[src/rtl/match_scan_sequencer.sv]
// Scans a window of memory words, counting words that match a masked pattern.
// Supports an optional match limit and a clean abort that drains outstanding reads.
module match_scan_sequencer #(
    parameter int ADDR_W = 8,
    parameter int DATA_W = 8,
    parameter int CNT_W  = 8
) (
    input  logic              clk,
    input  logic              reset,
    input  logic              start,
    input  logic              abort,
    input  logic [ADDR_W-1:0] base_addr,
    input  logic [ADDR_W-1:0] length,
    input  logic [DATA_W-1:0] pattern,
    input  logic [DATA_W-1:0] mask,
    input  logic [CNT_W-1:0]  match_limit,
    output logic              rd_req,
    output logic [ADDR_W-1:0] rd_addr,
    input  logic              rd_ready,
    input  logic              rd_valid,
    input  logic [DATA_W-1:0] rd_data,
    output logic              busy,
    output logic              done,
    output logic              halted,
    output logic              match_flag,
    output logic [CNT_W-1:0]  match_count,
    output logic [2:0]        state
);

    typedef enum logic [2:0] {
        S_IDLE = 3'b000,
        S_REQ  = 3'b001,
        S_WAIT = 3'b010,
        S_CMP  = 3'b011,
        S_DONE = 3'b100
    } state_t;

    state_t            st;
    logic [ADDR_W-1:0] remaining;
    logic [DATA_W-1:0] pat_q;
    logic [DATA_W-1:0] msk_q;
    logic [CNT_W-1:0]  limit_q;
    logic [DATA_W-1:0] data_q;
    logic              abort_pend;

    logic              is_match;
    logic [CNT_W-1:0]  cnt_inc;
    logic              limit_hit;
    logic              last_word;

    assign state     = st;
    assign is_match  = (data_q & msk_q) == (pat_q & msk_q);
    assign cnt_inc   = (match_count == '1) ? match_count
                                           : match_count + CNT_W'(1);
    assign limit_hit = is_match && (limit_q != '0)
                       && (cnt_inc == limit_q);
    assign last_word = remaining == ADDR_W'(1);

    always_ff @(posedge clk) begin
        if (!reset) begin
            st          <= S_IDLE;
            rd_req      <= 1'b0;
            rd_addr     <= '0;
            busy        <= 1'b0;
            done        <= 1'b0;
            halted      <= 1'b0;
            match_flag  <= 1'b0;
            match_count <= '0;
            remaining   <= '0;
            pat_q       <= '0;
            msk_q       <= '0;
            limit_q     <= '0;
            data_q      <= '0;
            abort_pend  <= 1'b0;
        end else begin
            done       <= 1'b0;
            match_flag <= 1'b0;
            case (st)
                S_IDLE: begin
                    if (start) begin
                        pat_q       <= pattern;
                        msk_q       <= mask;
                        limit_q     <= match_limit;
                        match_count <= '0;
                        halted      <= 1'b0;
                        rd_addr     <= base_addr;
                        remaining   <= length;
                        abort_pend  <= 1'b0;
                        busy        <= 1'b1;
                        if (length == '0) begin
                            st   <= S_DONE;
                            done <= 1'b1;
                        end else begin
                            st     <= S_REQ;
                            rd_req <= 1'b1;
                        end
                    end
                end
                S_REQ: begin
                    if (rd_ready) begin
                        rd_req <= 1'b0;
                        st     <= S_WAIT;
                        if (abort) abort_pend <= 1'b1;
                    end else if (abort) begin
                        rd_req <= 1'b0;
                        st     <= S_DONE;
                        done   <= 1'b1;
                    end
                end
                S_WAIT: begin
                    // An aborted scan still consumes its in-flight response
                    if (rd_valid) begin
                        data_q <= rd_data;
                        if (abort || abort_pend) begin
                            st   <= S_DONE;
                            done <= 1'b1;
                        end else begin
                            st <= S_CMP;
                        end
                    end else if (abort) begin
                        abort_pend <= 1'b1;
                    end
                end
                S_CMP: begin
                    if (is_match) begin
                        match_flag  <= 1'b1;
                        match_count <= cnt_inc;
                    end
                    unique case (1'b1)
                        limit_hit: begin
                            halted <= 1'b1;
                            st     <= S_DONE;
                            done   <= 1'b1;
                        end
                        !limit_hit && (last_word || abort): begin
                            st   <= S_DONE;
                            done <= 1'b1;
                        end
                        !limit_hit && !last_word && !abort: begin
                            rd_addr   <= rd_addr + ADDR_W'(1);
                            remaining <= remaining - ADDR_W'(1);
                            rd_req    <= 1'b1;
                            st        <= S_REQ;
                        end
                        default: st <= S_DONE;
                    endcase
                end
                S_DONE: begin
                    st         <= S_IDLE;
                    busy       <= 1'b0;
                    abort_pend <= 1'b0;
                end
                default: begin
                    st     <= S_IDLE;
                    busy   <= 1'b0;
                    rd_req <= 1'b0;
                end
            endcase
        end
    end

endmodule

[config.mk]
export PLATFORM = sky130hd
export DESIGN_NAME = match_scan_sequencer
export DESIGN_NICKNAME = d
export VERILOG_FILES = /design/src/rtl/match_scan_sequencer.sv
export SDC_FILE = /design/constraint.sdc
export NUM_CORES = 1
export LEC_CHECK = 0
export BUFFER_PORTS_ARGS = -buffer_cell sky130_fd_sc_hd__buf_2
export CAP_MARGIN = 20
export CORE_ASPECT_RATIO = 0.75
export CORE_MARGIN = 8
export CORE_UTILIZATION = 30
export CTS_CLUSTER_DIAMETER = 50
export CTS_CLUSTER_SIZE = 25
export DETAILED_ROUTE_END_ITERATION = 12
export GPL_ROUTABILITY_DRIVEN = 0
export PLACE_DENSITY = 0.52
export REMOVE_ABC_BUFFERS = 1
export SYNTH_ARGS = -nofsm -noshare
export SYNTH_HDL_FRONTEND = slang
export SYNTH_SLANG_ARGS = --single-unit
[constraint.sdc]
create_clock -name clk -period 2.2 [get_ports clk]
set_input_delay 0.44 -clock clk [delete_from_list [all_inputs] [get_ports clk]]
set_output_delay 0.44 -clock clk [all_outputs]
set_load 0.01 [all_outputs]
* Word-level counts from Yosys, hierarchy flattened
Index checks and enable logic that the tools add are counted.
Word-level totals: flip-flop bits (word level) 65, input bits 54, output and inout port bits 24, word-level logic and storage cells 108
Operators by class: $add $sub $neg 3, eq/ne operators 17, mux-type cells 42, bitwise gates (word level) 4, reduce and logical (&&, ||, !) cells 28
Operators by type and width (count):
- 2-to-1 mux 8 bit | 7
- one-hot mux 8 bit (2 select lines) | 3
- 2-to-1 mux 3 bit | 7
- 2-to-1 mux 1 bit | 19
- adder 8 x 1 -> 8 bit (second input constant) | 2
- AND 8 bit | 2
- == test 8 bit | 2
- inequality test 2 bit (second input constant) | 8
- one-hot mux 1 bit (4 select lines) | 3
- one-hot mux 3 bit (4 select lines) | 1
- AND reduction 3 bit | 4
- == test 8 x 1 -> 1 bit (second input constant) | 1
- == test 8 bit (second input constant) | 1
- logical NOT 8 bit | 1
- AND reduction 2 bit | 4
- nonzero test 8 bit | 1
- subtractor 8 x 1 -> 8 bit (second input constant) | 1
- == test 3 x 2 -> 1 bit (second input constant) | 2
- logical AND 1 bit | 5
- AND reduction 5 bit | 1
- one-hot mux 1 bit (2 select lines) | 2
- AND reduction 4 bit | 1
- nonzero test 4 bit | 1
- OR reduction 2 bit | 2
- other kinds (9) | 13

* Depth between registers and ports, before layout
word-level depth 9, depth in mapped cells 11, mapped depth without buffers 8

* Worst setup path before layout
Ideal clock, no wire load.
path type register to register, start reg match_count[0], end reg rd_addr[6], setup time 0.119 ns, data arrival time 2.310 ns, required time 2.081 ns, slack -0.228 ns, stages on the path, launching flop included 12, path buffers 3, clock period less this slack 2.428 ns, path through dfxtp_1 > ha_1 > buf_2 > nand3_1 > nand2b_1 > buf_1 > a211o_1 > a22oi_1 > nand4_1 > a21o_1 > buf_6 > o221a_2
Between the ends: word-level cells in the longest chain between the ends 9, elaborated cells between the ends (all ways) 10, those cells by class add/sub: 1; eq/ne: 3; mux: 1; reduce/logical: 5
RTL lines:
- start, declared | line 26 | output logic [CNT_W-1:0] match_count,
- start signal, assigned | line 127 | match_count <= cnt_inc;
- adder 8 x 1 -> 8 bit or == test 8 bit (tied branches) | line 54, 53
- 2-to-1 mux 8 bit * | line 53 | assign cnt_inc = (match_count == '1) ? match_count
- == test 8 bit * | line 56 | && (cnt_inc == limit_q);
- logical AND 1 bit * | line 56
- logical NOT 1 bit * | line 139 | !limit_hit && !last_word && !abort: begin
- logical AND 1 bit * (2 in a row) | line 139
- inequality test 2 bit (no line) *
- AND reduction 3 bit (no line) *
- end signal, assigned | line 86 | rd_addr <= base_addr;
- end signal, assigned | line 140 | rd_addr <= rd_addr + ADDR_W'(1);
- end, declared | line 18 | output logic [ADDR_W-1:0] rd_addr,
Mark *: on every way between the ends. The rest lies on a longest branch, timed or not. A chain may end at the register's enable or synchronous reset.

* Worst setup path in the final report
start reg match_count[1], end reg st[2], in the netlist state[2]
Between the ends: word-level cells in the longest chain between the ends 9, elaborated cells between the ends (all ways) 10, those cells by class add/sub: 1; eq/ne: 2; mux: 3; reduce/logical: 4
RTL lines:
- adder 8 x 1 -> 8 bit or == test 8 bit (tied branches) | line 54, 53
- 2-to-1 mux 8 bit * | line 53
- == test 8 bit * | line 56
- logical AND 1 bit * | line 56
- logical NOT 1 bit * | line 139
- logical AND 1 bit * (2 in a row) | line 139
- 2-to-1 mux 3 bit * | line 129 | unique case (1'b1)
- one-hot mux 3 bit (4 select lines) * | line 78 | case (st)
- end signal, assigned | line 132 | st <= S_DONE;
- end signal, assigned | line 143 | st <= S_REQ;
- end signal, assigned | line 145 | default: st <= S_DONE;
- end, declared | line 38 | state_t st;
Marked as above.

==> summary.md <==
| Metric | Value |
|---|---|
| Status | `complete, but fails checks` |
| Failing checks | `negative setup slack` |
| Tmin final | `2.25 ns` |
| Max clock buf depth | `2` |
| Die width | `140 um` |
| Seq/Total Area, Yosys | `37.3%` |
| CP Launch Type | `flop` |
| Req. time, crit path | `2.42 ns` |
| Clock Skew | `0.00785 ns` |
| Hold_sp | `rd_data[6]` |
| Hold depth | `3` |
| Initial DRC count | `185` |
| Final setup vio count | `18` |
| Synth cell types | `56` |
| Area contributors post-synth | `dfxtp_1, nand2_1, a21oi_1` |
| WL per Instance | `15.8 um` |
| Layout cells sized above 1 | `34.0%` |
| Final core occ | `42.1%` |
| Setup repair after global routing missed its margin | `true` |
| Initial antenna violation count | `0` |
| Post-synth EDFFs | `0` |
| Total negative slack | `-0.482 ns` |
| R2r startpoint | `match_count[1]` |
| Synth top area share | `37.3%` |
| Leak | `2.05 nW` |
| Min-Delay Endpoint | `data_q[6]` |
| Cells after Synth | `446` |
| Final Slew Violations | `0` |
| Clk slew on worst S/H paths | `0.06 ns` |
| Final ANT Viol Nets | `0` |
| Full die area | `15400 um2` |
| Most common cell after layout, fill and taps aside | `nand2_1` |
| Synth Flop Type | `dfxtp_1` |
| Design area | `4820 um2` |
| DP Area | `4310 um2` |
| Total CTS buffers | `9` |
| # port buffers | `77` |
| Final period utilization | `102%` |
| Fmax | `0.444 GHz` |
| Total core area | `11400 um2` |
| Ant diodes | `0` |
| WL final | `11.1 mm` |
| #FFs+latches synth | `65` |
| Routed vias/inst | `5.17` |
| Multi-input gate area | `2160 um2` |
| Synth Cell Area | `3480 um2` |
| Max-cap violation count | `0` |
| FF-to-FF End | `state[2]` |
| Area Growth Syn to Fin | `38.4%` |
| Power Density | `795 nW/um2` |
| Clock latency on the worst-skew pair | `0.33 ns` |
| Initial core utilization | `30.5%` |
| Leading cell types in the layout, fill and taps excluded | `nand2_1, buf_2, dfxtp_1` |
| CTS Root Cell | `clkbuf_16` |
| Layout Nets | `616` |
| Pin slew with the least headroom to its limit | `0.526 ns` |
| Reg2Reg Depth | `10` |
| Final WS setup | `-0.0522 ns` |
| Worst Path Arrival | `2.47 ns` |
| Hold WC Path Type | `in2reg` |
| GRT Resource Usage Total | `14.9%` |
| Largest area contributor in the netlist | `dfxtp_1` |
| First-pass GRT wire length | `18.3 mm` |
| Worst Hold Slack | `0.346 ns` |
| Setup crit end kind | `flop` |
| Async set or reset register ratio after synthesis | `0%` |
| Number of global-route vias before repair | `3606` |
| Grt total ovfl | `0` |
| Die H | `109 um` |
| DR DRC count | `0` |
| VDD IR max | `0.437 mV` |
| Syn Area/Cell | `7.81 um2` |
| Pin count of the biggest net entering global routing | `53` |
| CTS tree | `done` |
| CTS H-tree depth | `3` |
| Worst Path Max Fanout | `6` |
| YS warnings | `0` |
| Io pins | `78` |
| Tot Pwr | `3.83 mW` |
| Reg area | `1320 um2` |
| Drt pass-1 iters | `5` |
| Clk sinks | `65` |
| R2R Setup Slk | `-0.05 ns` |
| Final-report hold violation count | `0` |
| Filler Cell Count | `1185` |
| Hpwl dp | `8.29 mm` |
| Worst slew margin | `64.5%` |
| Worst setup path class | `reg2reg` |
| Via count | `3648` |
| Row count | `34` |
[registers in the layout, indices dropped and copies added, names as in the netlist, 3 cells and up]
name         flops
rd_addr          8
state            3
match_count      8
pat_q            8
remaining        8
msk_q            8
limit_q          8
data_q           8
[what timing repair did]
item	CTS	global route
pin swaps	8	9
endpoints found under the setup margin	19	22
setup buffers	3	1
resized for setup	23	16
hold buffers	0	0
[worst max path at each step]
stage | to | from
2_1_floorplan | rd_addr[0] | match_count[0]
3_3_place_gp | rd_addr[0] | match_count[0]
3_5_place_dp | rd_addr[0] | match_count[0]
4_1_cts | remaining[1] | match_count[1]
5_1_grt | rd_addr[1] | match_count[1]
6_report | state[2] | match_count[1]
[metrics by stage]
stage,cells,setup slack [ns]
3_3_place_gp,687,-0.182
6_report,706,-0.0522
3_5_place_dp,687,-0.216
2_1_floorplan,416,-0.437
4_1_cts,705,-0.0409
5_1_grt,706,-0.139
[where the power goes]
group	switching, mW	internal (mW)	total (mW)
registers	0.104	1.29	1.40
clock network	0.507	0.992	1.50
logic	0.531	0.409	0.940
total	1.14	2.69	3.83
[worst max-delay path, cell delays in order, from the launching register on]
cell and delay [ns]:
dfxtp_4 0.36, ha_4 0.17, nand4_1 0.11, or4_1 0.53, o211ai_1 0.12, nor4_1 0.07, nand4_1 0.16, buf_6 0.16
buf_12 0.12, nand2_4 0.07, o221a_4 0.27
[kinds of logic after synthesis]
family	count (synthesis)	share of synthesized area, %
AOI/OAI and AO/OA	118	23.5
xor gates and xnor gates	14	3.52
adders and majority gates	4	1.44
buffers and inverters	36	4.38
DFF	65	37.3
and+or+nand+nor	197	26.4
muxes	12	3.45
[final cells by class]
| cell class | instances | share of cell area (%) |
|---|---|---|
| tap | 144 | 3.74 |
| clock buffer | 13 | 5.81 |
| multi-input combinational | 345 | 44.7 |
| inverter | 6 | 0.467 |
| clock inverter | 2 | 0.726 |
| timing repair buffer | 131 | 17.2 |
| sequential | 65 | 27.3 |
[Yosys cell counts (2+ instances only)]
library cell / instances
and2_1: 2
dfxtp_1: 65
a22oi_1: 8
xor2_1: 11
o211ai_1: 5
nand2b_1: 4
or4_1: 3
nor3_1: 9
nor2_1: 48
buf_1: 5
clkbuf_1: 18
o32ai_1: 2
o31ai_1: 5
o221a_1: 3
a31oi_1: 6
o221a_2: 10
o21a_1: 2
and4_1: 4
o21ai_0: 9
a211o_1: 3
nor4_1: 7
ha_1: 4
a221oi_2: 2
a211oi_1: 2
a311oi_1: 2
buf_2: 5
a21oi_1: 51
mux2i_1: 12
nand2_1: 83
or3_1: 2
or2_2: 3
nand4_1: 5
inv_1: 5
nor2b_1: 2
nand3_1: 13
nor3b_1: 4
xnor2_1: 3
[metal layers]
| metal | global-route usage, % | wire length (um) | up-vias |
|---|---|---|---|
| met3 | 4.56 | 673 | 11 |
| met5 | 0 | 0 | - |
| met1 | 19.6 | 5570 | 1711 |
| met2 | 23.0 | 4800 | 90 |
| met4 | 4.32 | 104 | 0 |
| li1 | - | - | 1836 |
No activity file was read; power rests on OpenSTA's default activity.
